## src/rtl/pipe_hazard_ctrl_if.sv

```systemverilog
// Hazard-control bundle between the pipeline datapath and the hazard unit.
// The datapath side (master) supplies decode/execute/memory controls and
// consumes the register enables, flush/bubble strobes and status.
interface pipe_hazard_ctrl_if #(
  parameter int CNT_W = 16
);
  logic [4:0]       id_rs;
  logic [4:0]       id_rt;
  logic             id_uses_rt;
  logic             ewreg;
  logic             em2reg;
  logic [4:0]       edestReg;
  logic             mwmem;
  logic             mm2reg;
  logic             dmem_ready;
  logic             branch_taken;
  logic             pc_en;
  logic             ifid_en;
  logic             idexe_en;
  logic             exemem_en;
  logic             ifid_flush;
  logic             idexe_bubble;
  logic             memwb_bubble;
  logic             fault;
  logic [CNT_W-1:0] stall_cycles;

  modport master (
    output id_rs, id_rt, id_uses_rt, ewreg, em2reg, edestReg,
           mwmem, mm2reg, dmem_ready, branch_taken,
    input  pc_en, ifid_en, idexe_en, exemem_en,
           ifid_flush, idexe_bubble, memwb_bubble, fault, stall_cycles
  );

  modport slave (
    input  id_rs, id_rt, id_uses_rt, ewreg, em2reg, edestReg,
           mwmem, mm2reg, dmem_ready, branch_taken,
    output pc_en, ifid_en, idexe_en, exemem_en,
           ifid_flush, idexe_bubble, memwb_bubble, fault, stall_cycles
  );
endinterface

```

## src/rtl/pipe_hazard_ctrl.sv

```systemverilog
// Pipeline hazard controller: memory-freeze, load-use stall and branch flush
// arbitration with a memory-timeout watchdog and a saturating stall counter.
module pipe_hazard_ctrl #(
  parameter int TIMEOUT = 255,
  parameter int CNT_W   = 16
) (
  input logic               clock,
  input logic               reset,
  pipe_hazard_ctrl_if.slave bus
);

  localparam int                WAIT_W      = $clog2(TIMEOUT + 1);
  localparam logic [WAIT_W-1:0] TIMEOUT_CNT = WAIT_W'(TIMEOUT);

  typedef enum logic [1:0] {
    RUN   = 2'd0,
    MWAIT = 2'd1,
    FAULT = 2'd2
  } state_t;

  state_t            state_reg;
  logic [WAIT_W-1:0] wait_cnt_reg;
  logic [WAIT_W-1:0] wait_cnt_next;
  logic [CNT_W-1:0]  stall_cnt_reg;

  logic active;
  logic mem_op;
  logic freeze;
  logic rs_hit;
  logic rt_hit;
  logic lu;
  logic stall_inc;

  logic pc_en_next;
  logic ifid_en_next;
  logic idexe_en_next;
  logic exemem_en_next;
  logic ifid_flush_next;
  logic idexe_bubble_next;
  logic memwb_bubble_next;
  logic fault_next;

  // Hazard detection; nothing is detected once the watchdog has tripped.
  assign active = (state_reg != FAULT);
  assign mem_op = bus.mwmem | bus.mm2reg;
  assign freeze = active & mem_op & ~bus.dmem_ready;
  assign rs_hit = (bus.edestReg == bus.id_rs);
  assign rt_hit = bus.id_uses_rt & (bus.edestReg == bus.id_rt);
  assign lu     = active & bus.em2reg & bus.ewreg & (bus.edestReg != 5'd0) & (rs_hit | rt_hit);

  // Both freeze and load-use hold the PC, so either one is a stalled cycle.
  assign stall_inc = freeze | lu;

  // wait_cnt holds the number of freeze cycles already completed, so this
  // value is the length of the run including the current freeze cycle.
  assign wait_cnt_next = wait_cnt_reg + 1'b1;

  // Output priority: fault > freeze > load-use > branch > normal.
  always_comb begin
    pc_en_next        = 1'b0;
    ifid_en_next      = 1'b0;
    idexe_en_next     = 1'b0;
    exemem_en_next    = 1'b0;
    ifid_flush_next   = 1'b0;
    idexe_bubble_next = 1'b0;
    memwb_bubble_next = 1'b0;
    fault_next        = 1'b0;
    if (reset) begin
      // everything held off while reset is asserted
    end else if (!active) begin
      fault_next = 1'b1;
    end else if (freeze) begin
      memwb_bubble_next = 1'b1;
    end else if (lu) begin
      // The branch in ID is stalled too and re-resolves next cycle.
      idexe_en_next     = 1'b1;
      exemem_en_next    = 1'b1;
      idexe_bubble_next = 1'b1;
    end else begin
      pc_en_next      = 1'b1;
      ifid_en_next    = 1'b1;
      idexe_en_next   = 1'b1;
      exemem_en_next  = 1'b1;
      ifid_flush_next = bus.branch_taken;
    end
  end

  assign bus.pc_en        = pc_en_next;
  assign bus.ifid_en      = ifid_en_next;
  assign bus.idexe_en     = idexe_en_next;
  assign bus.exemem_en    = exemem_en_next;
  assign bus.ifid_flush   = ifid_flush_next;
  assign bus.idexe_bubble = idexe_bubble_next;
  assign bus.memwb_bubble = memwb_bubble_next;
  assign bus.fault        = fault_next;
  assign bus.stall_cycles = stall_cnt_reg;

  // Watchdog state machine and saturating stall statistics.
  always_ff @(posedge clock) begin
    if (reset) begin
      state_reg     <= RUN;
      wait_cnt_reg  <= '0;
      stall_cnt_reg <= '0;
    end else begin
      case (state_reg)
        RUN: begin
          if (freeze) begin
            state_reg    <= MWAIT;
            wait_cnt_reg <= WAIT_W'(1);
          end
        end
        MWAIT: begin
          if (freeze) begin
            if (wait_cnt_next == TIMEOUT_CNT) begin
              state_reg    <= FAULT;
              wait_cnt_reg <= '0;
            end else begin
              wait_cnt_reg <= wait_cnt_next;
            end
          end else begin
            // A completed access releases the pipe; no state carries over.
            state_reg    <= RUN;
            wait_cnt_reg <= '0;
          end
        end
        FAULT: begin
          state_reg <= FAULT;
        end
        default: begin
          state_reg    <= RUN;
          wait_cnt_reg <= '0;
        end
      endcase
      if (stall_inc && (stall_cnt_reg != {CNT_W{1'b1}})) begin
        stall_cnt_reg <= stall_cnt_reg + 1'b1;
      end
    end
  end

endmodule
```

## src/flat_wrapper.sv

```systemverilog
// flat-port wrapper written by rule: the top's interface ports become plain ports
module pipe_hazard_ctrl_flat 
#(
  parameter int TIMEOUT = 255,
  parameter int CNT_W   = 16
)
  (clock, reset, bus_id_rs, bus_id_rt, bus_id_uses_rt, bus_ewreg, bus_em2reg, bus_edestReg, bus_mwmem, bus_mm2reg, bus_dmem_ready, bus_branch_taken, bus_pc_en, bus_ifid_en, bus_idexe_en, bus_exemem_en, bus_ifid_flush, bus_idexe_bubble, bus_memwb_bubble, bus_fault, bus_stall_cycles);
  pipe_hazard_ctrl_if #(.CNT_W(CNT_W)) bus_i ();
  input logic clock;
  input logic reset;
  input wire logic [$bits(bus_i.id_rs)-1:0] bus_id_rs;
  input wire logic [$bits(bus_i.id_rt)-1:0] bus_id_rt;
  input wire logic [$bits(bus_i.id_uses_rt)-1:0] bus_id_uses_rt;
  input wire logic [$bits(bus_i.ewreg)-1:0] bus_ewreg;
  input wire logic [$bits(bus_i.em2reg)-1:0] bus_em2reg;
  input wire logic [$bits(bus_i.edestReg)-1:0] bus_edestReg;
  input wire logic [$bits(bus_i.mwmem)-1:0] bus_mwmem;
  input wire logic [$bits(bus_i.mm2reg)-1:0] bus_mm2reg;
  input wire logic [$bits(bus_i.dmem_ready)-1:0] bus_dmem_ready;
  input wire logic [$bits(bus_i.branch_taken)-1:0] bus_branch_taken;
  output wire logic [$bits(bus_i.pc_en)-1:0] bus_pc_en;
  output wire logic [$bits(bus_i.ifid_en)-1:0] bus_ifid_en;
  output wire logic [$bits(bus_i.idexe_en)-1:0] bus_idexe_en;
  output wire logic [$bits(bus_i.exemem_en)-1:0] bus_exemem_en;
  output wire logic [$bits(bus_i.ifid_flush)-1:0] bus_ifid_flush;
  output wire logic [$bits(bus_i.idexe_bubble)-1:0] bus_idexe_bubble;
  output wire logic [$bits(bus_i.memwb_bubble)-1:0] bus_memwb_bubble;
  output wire logic [$bits(bus_i.fault)-1:0] bus_fault;
  output wire logic [$bits(bus_i.stall_cycles)-1:0] bus_stall_cycles;
  assign bus_i.id_rs = bus_id_rs;
  assign bus_i.id_rt = bus_id_rt;
  assign bus_i.id_uses_rt = bus_id_uses_rt;
  assign bus_i.ewreg = bus_ewreg;
  assign bus_i.em2reg = bus_em2reg;
  assign bus_i.edestReg = bus_edestReg;
  assign bus_i.mwmem = bus_mwmem;
  assign bus_i.mm2reg = bus_mm2reg;
  assign bus_i.dmem_ready = bus_dmem_ready;
  assign bus_i.branch_taken = bus_branch_taken;
  assign bus_pc_en = bus_i.pc_en;
  assign bus_ifid_en = bus_i.ifid_en;
  assign bus_idexe_en = bus_i.idexe_en;
  assign bus_exemem_en = bus_i.exemem_en;
  assign bus_ifid_flush = bus_i.ifid_flush;
  assign bus_idexe_bubble = bus_i.idexe_bubble;
  assign bus_memwb_bubble = bus_i.memwb_bubble;
  assign bus_fault = bus_i.fault;
  assign bus_stall_cycles = bus_i.stall_cycles;
  pipe_hazard_ctrl #(.TIMEOUT(TIMEOUT), .CNT_W(CNT_W)) u_core (.clock(clock), .reset(reset), .bus(bus_i));
endmodule
```

## config.mk

```make
export PLATFORM = sky130hd
export DESIGN_NAME = pipe_hazard_ctrl_flat
export DESIGN_NICKNAME = d
export VERILOG_FILES = /design/src/rtl/pipe_hazard_ctrl_if.sv /design/src/rtl/pipe_hazard_ctrl.sv /design/src/flat_wrapper.sv
export SDC_FILE = /design/constraint.sdc
export NUM_CORES = 1
export LEC_CHECK = 0
export ABC_AREA = 1
export ABC_CLOCK_PERIOD_IN_PS = 3300
export CAP_MARGIN = 25
export CORE_UTILIZATION = 30
export CTS_CLUSTER_SIZE = 40
export DETAILED_ROUTE_END_ITERATION = 8
export GPL_TIMING_DRIVEN = 0
export PLACE_DENSITY = 0.53
export REMOVE_ABC_BUFFERS = 1
export SLEW_MARGIN = 5
export SYNTH_ARGS = -nofsm -noshare
export SYNTH_HDL_FRONTEND = slang
export SYNTH_SLANG_ARGS = --single-unit
```

## constraint.sdc

```tcl
create_clock -name clock -period 3.3 [get_ports clock]
set_input_delay 0.33 -clock clock [delete_from_list [all_inputs] [get_ports clock]]
set_output_delay 0.33 -clock clock [all_outputs]
set_load 0.005 [all_outputs]
```

==> impl_metrics.tcl <==
set metrics [dict create \
    dieArea_sq_mm 0.00658 \
    cts.repair.resized 0 \
    clk_pin_slew_ns 0.09 \
    cap_violations 0 \
    total_leakage_power_nw 0.981 \
    slowest_delay_ns 0.56 \
    min_path_type "reg2reg" \
    utilization_pct 41.4 \
    layout-drive-gt1-share_pct 6.34 \
    finalCriticalPeriod_ns 2.77 \
    antenna_cells 0 \
    fillers 652 \
    ios 48 \
    area_growth_pct 31.9 \
    path_class "in2out" \
    crit_family "buffers and inverters" \
    fmaxAchievable_mhz 361 \
    rr_endpoint "u_core.bus.stall_cycles[1]$_SDFFE_PP0P_" \
    ys_types 29 \
    synthArstFlopShare_pct 0 \
    start_util_pct 31.4 \
    r2r_slack_ns 1.16 \
    synth_top_area_share_pct 27.7 \
    gp_congestion 0.799 \
    status "completed" \
    grt_start_max_net_pins 23 \
    post_cts_buffers 0 \
    seqCellArea_sq_um 520 \
    synth_top_cell_by_area "dfxtp_1" \
    hpwl_microns 3540 \
    critPathLaunchType "primary input" \
    crit_top_cell "nor2_1" \
    grt_pass1_vias 1731 \
    drc 0 \
    coreArea_sq_mm 0.00599 \
    tritoncts "yes" \
    wl_per_cell_microns 11.0 \
    cts_made_buffers 3 \
    cts-htree-levels 1 \
    setup_viol 0 \
    slew-limit-headroom_pct 54.7 \
    min_to "u_core.wait_cnt_reg[7]$_SDFFE_PP0P_" \
    io_buffers 47 \
    hold_viol_final 0 \
    tightest_slew_ns 0.677 \
    clkSinkCount 26 \
    final_max_slew_viol_count 0 \
    insertion_delay_ns 0.27 \
    grt_pass1_wl_microns 7970 \
    antenna_found_initial 0 \
    synth_flop_cell "dfxtp_1" \
    num_vias 1922 \
    finalCritPeriodShare_pct 83.9 \
    hold_slack_ns 0.487 \
    syn_inst 303 \
    rr_worst_depth 10 \
    drt_iter0_markers 83 \
    postCtsHoldBufs 0 \
    cp_cell_sequence "clkdlybuf4s50_1, nor2_1, nor2_1, nor2_1, nand3_1, nand2_1, nand2_1, nand2_2, nor3_1, clkdlybuf4s50_1" \
    finalSetupTns_ns 0 \
    die_height_microns 81.1 \
    clock_path_buffers 2 \
    grtUsageTotal_pct 15.5 \
    critPathArrivalTime_ns 2.44 \
    overflow 0 \
    synth-edff-count 0 \
    cts-root-buf "clkbuf_8" \
    end_kind "primary output" \
    holdPathStages 2 \
    synth_area_leaders "dfxtp_1, nand2_1, inv_1, nand3_1, nor2_1" \
    nets 375 \
    required_ns 2.97 \
    dieWidth_microns 81.1 \
    first_pass_iters 4 \
    ys.warnings.count 0 \
    synth-seq-cells 26 \
    yosysSeqAreaShare_pct 27.7 \
    finClkSkew_ns 0.00149 \
    cp_num_buf_inv 2 \
    multi_input_area_sq_mm 0.00115 \
    rsz0062_at_grt "false" \
    cp.depth 10 \
    slowest_stage "clkdlybuf4s50_1" \
    wl_microns 4640 \
    peakVddDrop_mv 0.168 \
    drtAntennaViolNets 0 \
    rr_startpoint "u_core.bus.stall_cycles[0]$_SDFFE_PP0P_" \
    syn_area_per_cell_sq_um 6.20 \
    p_per_area_mw_per_mm2 262 \
    largest_register_ffs 16 \
    cp_max_fo 18 \
    vias_per_cell 4.55 \
    rows 28 \
    hp-start "u_core.wait_cnt_reg[7]$_SDFFE_PP0P_" \
    synth_area_sq_mm 0.00188 \
]
-- layout make-up --
class                   count  area share, %
multi-input cells         227           46.5
flip-flops and latches     26           21.0
well taps                  75           3.79
repair buffers             48           20.1
clock buffers               4           2.22
inverters                  42           6.36
-- layer usage --
metal,GRT usage [%],vias up,wire length [microns]
met5,0,-,0
met4,4.29,0,57
met3,2.47,5,215
met2,23.4,38,1940
met1,22.3,833,2430
li1,-,1046,-
-- cells by family after synthesis --
kind of cell	synth area share, %
compound gates	9.32
xor+xnor	6.52
fa+ha+maj	2.00
buf+inv	10.9
flops	27.7
simple gates	43.5
-- worst max-delay path by stage --
stage,end,startpoint
final,bus_pc_en,bus_edestReg[0]
after global routing,bus_pc_en,bus_edestReg[0]
after CTS,bus_pc_en,bus_edestReg[0]
after detailed placement,bus_pc_en,bus_edestReg[0]
after global placement,bus_ifid_flush,reset
after floorplan,u_core.bus.stall_cycles[1]$_SDFFE_PP0P_,u_core.bus.stall_cycles[0]$_SDFFE_PP0P_
-- cell usage in the layout, fill, tap and decap left out, types with 2 or more instances in the layout --
master	synthesis	layout
nand2_1	89	89
clkdlybuf4s50_1	0	47
inv_1	39	39
nor2_1	37	37
nand3_1	29	29
dfxtp_1	26	26
a21oi_1	17	17
xor2_1	12	12
nand4_1	9	9
nor3_1	7	7
a21oi_2	6	6
clkbuf_8	0	4
o21bai_1	3	3
inv_2	3	3
nand2_2	3	3
ha_1	3	3
xnor2_1	2	2
-- cells in the mapped netlist (2+ instances only) --
library cell / n
clkbuf_1: 3
nand2_1: 89
inv_2: 3
nor3_1: 7
nand4_1: 9
xor2_1: 12
buf_2: 2
a21oi_1: 17
nor2_1: 37
nand2_2: 3
ha_1: 3
dfxtp_1: 26
nand3_1: 29
buf_4: 2
inv_1: 39
a21oi_2: 6
o21bai_1: 3
xnor2_1: 2
-- stage by stage --
step                instances  setup WS [ns]  instance area [sq um]  power [mW]
floorplan                 295           1.53                   1830       0.382
finish                    422          0.531                   2480       0.650
detailed placement        418          0.498                   2420       0.452
CTS                       422          0.478                   2480       0.666
global placement          417          0.303                   2400       0.448
global route              422          0.308                   2480       0.696
-- worst min-delay path, cell delays in order (launching register included) --
cell and delay [ns]:
dfxtp_1 0.33, nand2_1 0.06, a21oi_1 0.05
-- report_power, final --
| part | internal [mW] | switching, mW | total (mW) |
|---|---|---|---|
| Clock | 0.107 | 0.0998 | 0.207 |
| Sequential | 0.319 | 0.00744 | 0.326 |
| Combinational | 0.0599 | 0.0575 | 0.117 |
| Total | 0.485 | 0.165 | 0.650 |
Power figures use the tool's default switching activity.
